==> config.mk <==
export PLATFORM = sky130hd
export DESIGN_NAME = aes_round_sched
export DESIGN_NICKNAME = d
export VERILOG_FILES = /design/src/rtl/aes_round_sched.sv
export SDC_FILE = /design/constraint.sdc
export NUM_CORES = 1
export LEC_CHECK = 0
export ABC_AREA = 1
export CAP_MARGIN = 10
export CORE_UTILIZATION = 49
export CTS_BUF_LIST = sky130_fd_sc_hd__clkbuf_8
export DETAILED_ROUTE_END_ITERATION = 16
export PLACE_DENSITY = 0.91
export SYNTH_ARGS = -nofsm -noshare
export SYNTH_HDL_FRONTEND = slang
export SYNTH_SLANG_ARGS = --single-unit
==> constraint.sdc <==
create_clock -name clk -period 1.5 [get_ports clk]
set_clock_uncertainty 0.15 [all_clocks]
set_input_delay 0.15 -clock clk [delete_from_list [all_inputs] [get_ports clk]]
set_output_delay 0.15 -clock clk [all_outputs]
set_load 0.005 [all_outputs]
==> src/rtl/aes_round_sched.sv <==
// aes_round_sched
// ----------------
// Iterative AES round sequencer. It steers one shared registered round
// datapath (SubBytes -> ShiftRows -> MixColumns -> AddRoundKey) through a
// complete block encryption. The sequence for each block is:
//   1. Accept a block on the start handshake.
//   2. Pulse load_init for the round-0 AddRoundKey.
//   3. For each round 1..NR, request the round key and then enable the
//      datapath for DP_LAT cycles.
//   4. Present the result on the done handshake.
//
// Parameters:
//   NR      number of rounds (1..14, 10 for AES-128)
//   DP_LAT  registered depth of one datapath round in cycles (1..15)
//
// Ports:
//   clk, rst_n               clock, asynchronous active-low reset
//   start_valid/start_ready  block request handshake (ready == idle)
//   load_init                one-cycle strobe: state <= plaintext ^ key
//   rk_req/rk_round/rk_ack   round-key request to key expansion
//   dp_en                    datapath stage enable
//   round_num                current round index
//   final_round              last round: datapath bypasses MixColumns
//   busy                     sequencer not idle
//   done_valid/done_ready    ciphertext handshake
//   abort                    (only with AES_SCHED_ABORT_EN defined) drop
//                            the in-flight block and return to idle
//
// Optional feature macro: AES_SCHED_ABORT_EN.
// All outputs are Moore decodes of the registered state and counters.

module aes_round_sched #(
    parameter int NR     = 10,
    parameter int DP_LAT = 3
) (
    input  logic       clk,
    input  logic       rst_n,
    input  logic       start_valid,
    output logic       start_ready,
    output logic       load_init,
    output logic       rk_req,
    output logic [3:0] rk_round,
    input  logic       rk_ack,
    output logic       dp_en,
    output logic [3:0] round_num,
    output logic       final_round,
    output logic       busy,
    output logic       done_valid,
    input  logic       done_ready
`ifdef AES_SCHED_ABORT_EN
    ,
    input  logic       abort
`endif
);

    localparam logic [3:0] NR_L     = 4'(NR);
    localparam logic [3:0] LAT_LAST = 4'(DP_LAT - 1);

    typedef enum logic [2:0] {
        ST_IDLE   = 3'd0,
        ST_INIT   = 3'd1,
        ST_KEYREQ = 3'd2,
        ST_RUN    = 3'd3,
        ST_DONE   = 3'd4
    } state_t;

    state_t     state_reg, state_next;
    logic [3:0] round_reg, round_next;
    logic [3:0] lat_cnt_reg, lat_cnt_next;
    logic       abort_req;

`ifdef AES_SCHED_ABORT_EN
    assign abort_req = abort;
`else
    assign abort_req = 1'b0;
`endif

    always_ff @(posedge clk or negedge rst_n) begin
        if (!rst_n) begin
            state_reg   <= ST_IDLE;
            round_reg   <= 4'd0;
            lat_cnt_reg <= 4'd0;
        end else begin
            state_reg   <= state_next;
            round_reg   <= round_next;
            lat_cnt_reg <= lat_cnt_next;
        end
    end

    always_comb begin
        state_next   = state_reg;
        round_next   = round_reg;
        lat_cnt_next = lat_cnt_reg;
        case (state_reg)
            ST_IDLE: begin
                if (start_valid) begin
                    state_next = ST_INIT;
                    round_next = 4'd0;
                end
            end
            ST_INIT: begin
                state_next = ST_KEYREQ;
                round_next = 4'd1;
            end
            ST_KEYREQ: begin
                if (rk_ack) begin
                    state_next   = ST_RUN;
                    lat_cnt_next = 4'd0;
                end
            end
            ST_RUN: begin
                if (lat_cnt_reg == LAT_LAST) begin
                    lat_cnt_next = 4'd0;
                    if (round_reg == NR_L) begin
                        state_next = ST_DONE;
                    end else begin
                        round_next = round_reg + 4'd1;
                        state_next = ST_KEYREQ;
                    end
                end else begin
                    lat_cnt_next = lat_cnt_reg + 4'd1;
                end
            end
            ST_DONE: begin
                // Datapath is frozen here (dp_en low) so the result holds.
                if (done_ready) begin
                    state_next = ST_IDLE;
                    round_next = 4'd0;
                end
            end
            default: begin
                state_next   = ST_IDLE;
                round_next   = 4'd0;
                lat_cnt_next = 4'd0;
            end
        endcase

        // Abort overrides every busy-state transition, including a
        // simultaneous done_ready in DONE. It has no effect in IDLE.
        if (abort_req && (state_reg != ST_IDLE)) begin
            state_next   = ST_IDLE;
            round_next   = 4'd0;
            lat_cnt_next = 4'd0;
        end
    end

    assign start_ready = (state_reg == ST_IDLE);
    assign load_init   = (state_reg == ST_INIT);
    assign rk_req      = (state_reg == ST_KEYREQ);
    assign rk_round    = (state_reg == ST_KEYREQ) ? round_reg : 4'd0;
    assign dp_en       = (state_reg == ST_RUN);
    assign round_num   = round_reg;
    assign final_round = (state_reg == ST_RUN) && (round_reg == NR_L);
    assign busy        = (state_reg != ST_IDLE);
    assign done_valid  = (state_reg == ST_DONE);

endmodule

==> flow_metrics.env <==
export IMPL_largest_vdd_supply_drop_v=0.00118
export IMPL_design_area_um2=1270
export IMPL_global_route_total_overflow=0
export IMPL_routedWlPerCell_um=17.9
export IMPL_path_common_cell="sky130_fd_sc_hd__nor2_4"
export IMPL_startpoint_type="register"
export IMPL_rr_startpoint="state_reg[1]$_DFFE_PN0P_"
export IMPL_timing_critical_path_fanout_max=3
export IMPL_seqPwrFrac=0.221
export IMPL_cp_cell_sequence="nor2_4, buf_6, inv_4, nor2_4, inv_1, clkdlybuf4s15_1"
export IMPL_power_leakage_nw=0.701
export IMPL_post_drt_via_cell_ratio=5.63
export IMPL_finalSetupTns_ns=-2.05
export IMPL_postRouteAntennaNets=0
export IMPL_postRouteWirelength_um=2880
export IMPL_synth_compound_gate_area_share=0.0872
export IMPL_grt_pass1_wl_um=3750
export IMPL_initial_utilization=0.560
export IMPL_standard_cell_with_the_maximum_stage_delay_on_the_critical_path="sky130_fd_sc_hd__dfrtp_1"
export IMPL_dr_first_iter_drc_count=25
export IMPL_worstSkewPairLatency_ns=0.24
export IMPL_p_clk_frac=0.129
export IMPL_floorplan_die_width_um=41.8
export IMPL_arrival_ns=1.37
export IMPL_final_seq_area_um2=278
export IMPL_share_of_synthesized_cell_area_in_full_adder_half_adder_and_majority_cells=0.0646
export IMPL_synth_warnings=0
export IMPL_slew_limit_headroom=0.622
export IMPL_portBuffers=19
export IMPL_fin_crit_sh=1.11
export IMPL_drive_gt1_frac=0.445
export IMPL_final_critical_path_setup_slack_ns=-0.171
export IMPL_syn_instance_count=102
export IMPL_die_area_um2=1740
export IMPL_grt_antenna_before_repair=0
export IMPL_placed_area_um2=1070
export IMPL_length_in_cells_of_the_worst_reg_to_reg_path=9
export IMPL_worst_pin_slew_ns=0.565
export IMPL_cts_buffers_inserted=3
export IMPL_post_synth_mux_area_share=0
export IMPL_dr_vias=907
export IMPL_floorplan_rows=13
export IMPL_max_cap_violations=0
export IMPL_setup_viol=21
export IMPL_clock_sink_count=11
export IMPL_post_route_drc_count=0
export IMPL_nFillCells=56
export IMPL_p_switching_mw=1.13
export IMPL_netlist_area_um2=774
export IMPL_root_buffer="sky130_fd_sc_hd__clkbuf_8"
export IMPL_worst_hold_path_type="in -> async"
export IMPL_clock_pin_slew_on_the_worst_setup_and_hold_paths_ns=0.06
export IMPL_report_power_total_mw=2.40
export IMPL_first_global_vias=839
export IMPL_synth_xor_area_share=0.0339
export IMPL_postSynthAreaPerCell_um2=7.59
export IMPL_finish_net_count=156
export IMPL_multi_input_area_um2=509
export IMPL_synth_seq_area_share=0.355
export IMPL_longest_individual_stage_delay_on_the_worst_path_ns=0.43
export IMPL_netlist_cell_type_count=19
export IMPL_synth_fp_nets=111
export IMPL_synth_top_family_by_area="simple AND/OR/NAND/NOR gates"
export IMPL_finalWorstPathRequiredPeriod_ns=1.67
export IMPL_syn2layout_area_growth_pct=64.3
export IMPL_ys_ff_latch=11
export IMPL_synth_simple_area_share=0.376
export IMPL_maximum_number_of_pins_on_one_net_before_global_route_repair=12
export IMPL_timing_hold_violations_final=0
export IMPL_clk_path_buf_depth=2
export IMPL_failing_checks="negative setup slack"
export IMPL_cts_hold_repair_buffers=0
export IMPL_critPathCaptureType="output port"
export IMPL_cts_tree="yes"
export IMPL_ioPinCount=20
export IMPL_detailed_place_hpwl_um=1590
export IMPL_h_tree_depth=1
export IMPL_globalRouteTotalUtil=0.294
export IMPL_num_antenna_cells=0
export IMPL_chipHeight_um=41.8
export IMPL_detail_route_first_pass_iterations=4
export IMPL_fmax_mhz=599
export IMPL_fp_coreArea_um2=1380
export IMPL_p_int_mw=1.27
export IMPL_netSwitchingFraction=0.470
export IMPL_launching_instance_or_port_of_the_critical_path="state_reg[1]$_DFFE_PN0P_"
export IMPL_combinationalPowerShare=0.650
export IMPL_critPathRequiredTime_ns=1.20
export IMPL_pd_cells_nw_per_um2=1880
export IMPL_critical_path_reg2reg_endpoint="state_reg[0]$_DFFE_PN0P_"
export IMPL_timing_final_max_slew_violations=0
export IMPL_unrepaired_setup_endpoints_after_global_routing="true"
export IMPL_criticalPathCategory="reg -> out"
export IMPL_status="finished with violations"
export IMPL_gp_congestion=0.827
export IMPL_setup_reg_to_reg_worst_slack_ns=-0.14
[cells in the mapped netlist (all sizes together)]
master	number	area [um^2]
xnor2	1	8.76
or2	1	6.26
o21ai	6	30.0
xor2	2	17.5
dfrtp	11	275
ha	4	50.1
o21bai	5	37.5
nand2	29	131
inv	17	63.8
nand3	8	57.6
nor3	1	10.0
nor2	17	86.3
[metal layers]
layer	wire length (um)	global-route usage	vias up
met4	189	0.187	0
met5	0	0	-
met2	1480	0.522	52
li1	-	-	404
met3	135	0.0522	22
met1	1070	0.315	429
[repair_timing]
action                     CTS  global route
gates cloned                 0             0
setup endpoints to repair   22            22
pin swaps                    6             1
resized for setup           46            21
buffers inserted             6             3
[layout by cell type, fill, tap and decap left out, types with 2 or more instances in the layout]
cell / instances
sky130_fd_sc_hd__nand2_1: 20
sky130_fd_sc_hd__buf_4: 18
sky130_fd_sc_hd__inv_1: 12
sky130_fd_sc_hd__nor2_1: 9
sky130_fd_sc_hd__dfrtp_1: 9
sky130_fd_sc_hd__nor2_4: 6
sky130_fd_sc_hd__nand2_2: 6
sky130_fd_sc_hd__inv_2: 5
sky130_fd_sc_hd__o21bai_1: 5
sky130_fd_sc_hd__dlygate4sd2_1: 5
sky130_fd_sc_hd__nand3_1: 4
sky130_fd_sc_hd__ha_1: 4
sky130_fd_sc_hd__clkdlybuf4s50_1: 4
sky130_fd_sc_hd__clkdlybuf4s15_2: 4
sky130_fd_sc_hd__nand2_4: 3
sky130_fd_sc_hd__o21ai_1: 3
sky130_fd_sc_hd__clkbuf_8: 3
sky130_fd_sc_hd__buf_2: 3
sky130_fd_sc_hd__buf_6: 3
sky130_fd_sc_hd__nor2_2: 2
sky130_fd_sc_hd__nand3_2: 2
sky130_fd_sc_hd__nand3_4: 2
sky130_fd_sc_hd__o21ai_2: 2
sky130_fd_sc_hd__xor2_1: 2
sky130_fd_sc_hd__dfrtp_2: 2
[power groups by stage]
| stage | clock network [mW] | logic (mW) | registers (mW) |
|---|---|---|---|
| global route | 0.317 | 1.65 | 0.539 |
| detailed placement | 0 | 1.18 | 0.490 |
| floorplan | 0 | 0.667 | 0.479 |
| global placement | 0 | 1.13 | 0.484 |
| finish | 0.309 | 1.56 | 0.531 |
| CTS | 0.298 | 1.30 | 0.492 |
[cell type report]
type,instances,share of cell area
Timing Repair Buffer,40,0.279
Multi-Input combinational cell,74,0.400
Inverter,17,0.0521
Clock inverter,1,0.00295
Sequential cell,11,0.218
Clock buffer,3,0.0324
Tap cell,15,0.0147
[stage by stage]
stage	setup slack (ns)	instances	utilization	hold slack (ns)
finish	-0.171	161	0.920	0.122
global route	-0.224	161	0.920	0.143
CTS	-0.236	158	0.872	0.120
detailed placement	-0.241	148	0.776	0.374
global placement	-0.162	148	0.776	0.364
floorplan	0.135	102	-	-0.296
[cell families after synthesis]
logic type / count (synthesis)
AND/OR/NAND/NOR: 56
buffers and inverters: 17
AO/OA/AOI/OAI: 11
flip-flops: 11
adder cells (fa/ha/maj): 4
XOR/XNOR: 3
[worst max-delay path, delay by kind of cell (launching register included)]
family | cells | cell delay, ns
DFF | 1 | 0.43
and+or+nand+nor | 2 | 0.24
buffers and inverters | 4 | 0.45
[worst max path at each step]
stage	slack, ns	to	depth (start not counted)
6_report	-0.17	busy	6
5_1_grt	-0.22	rk_round[1]	6
4_1_cts	-0.24	load_init	4
3_5_place_dp	-0.24	final_round	7
3_3_place_gp	-0.16	start_ready	4
2_1_floorplan	0.14	round_num[0]$_DFFE_PN0P_	9
(Power assumes the default switching activity.)
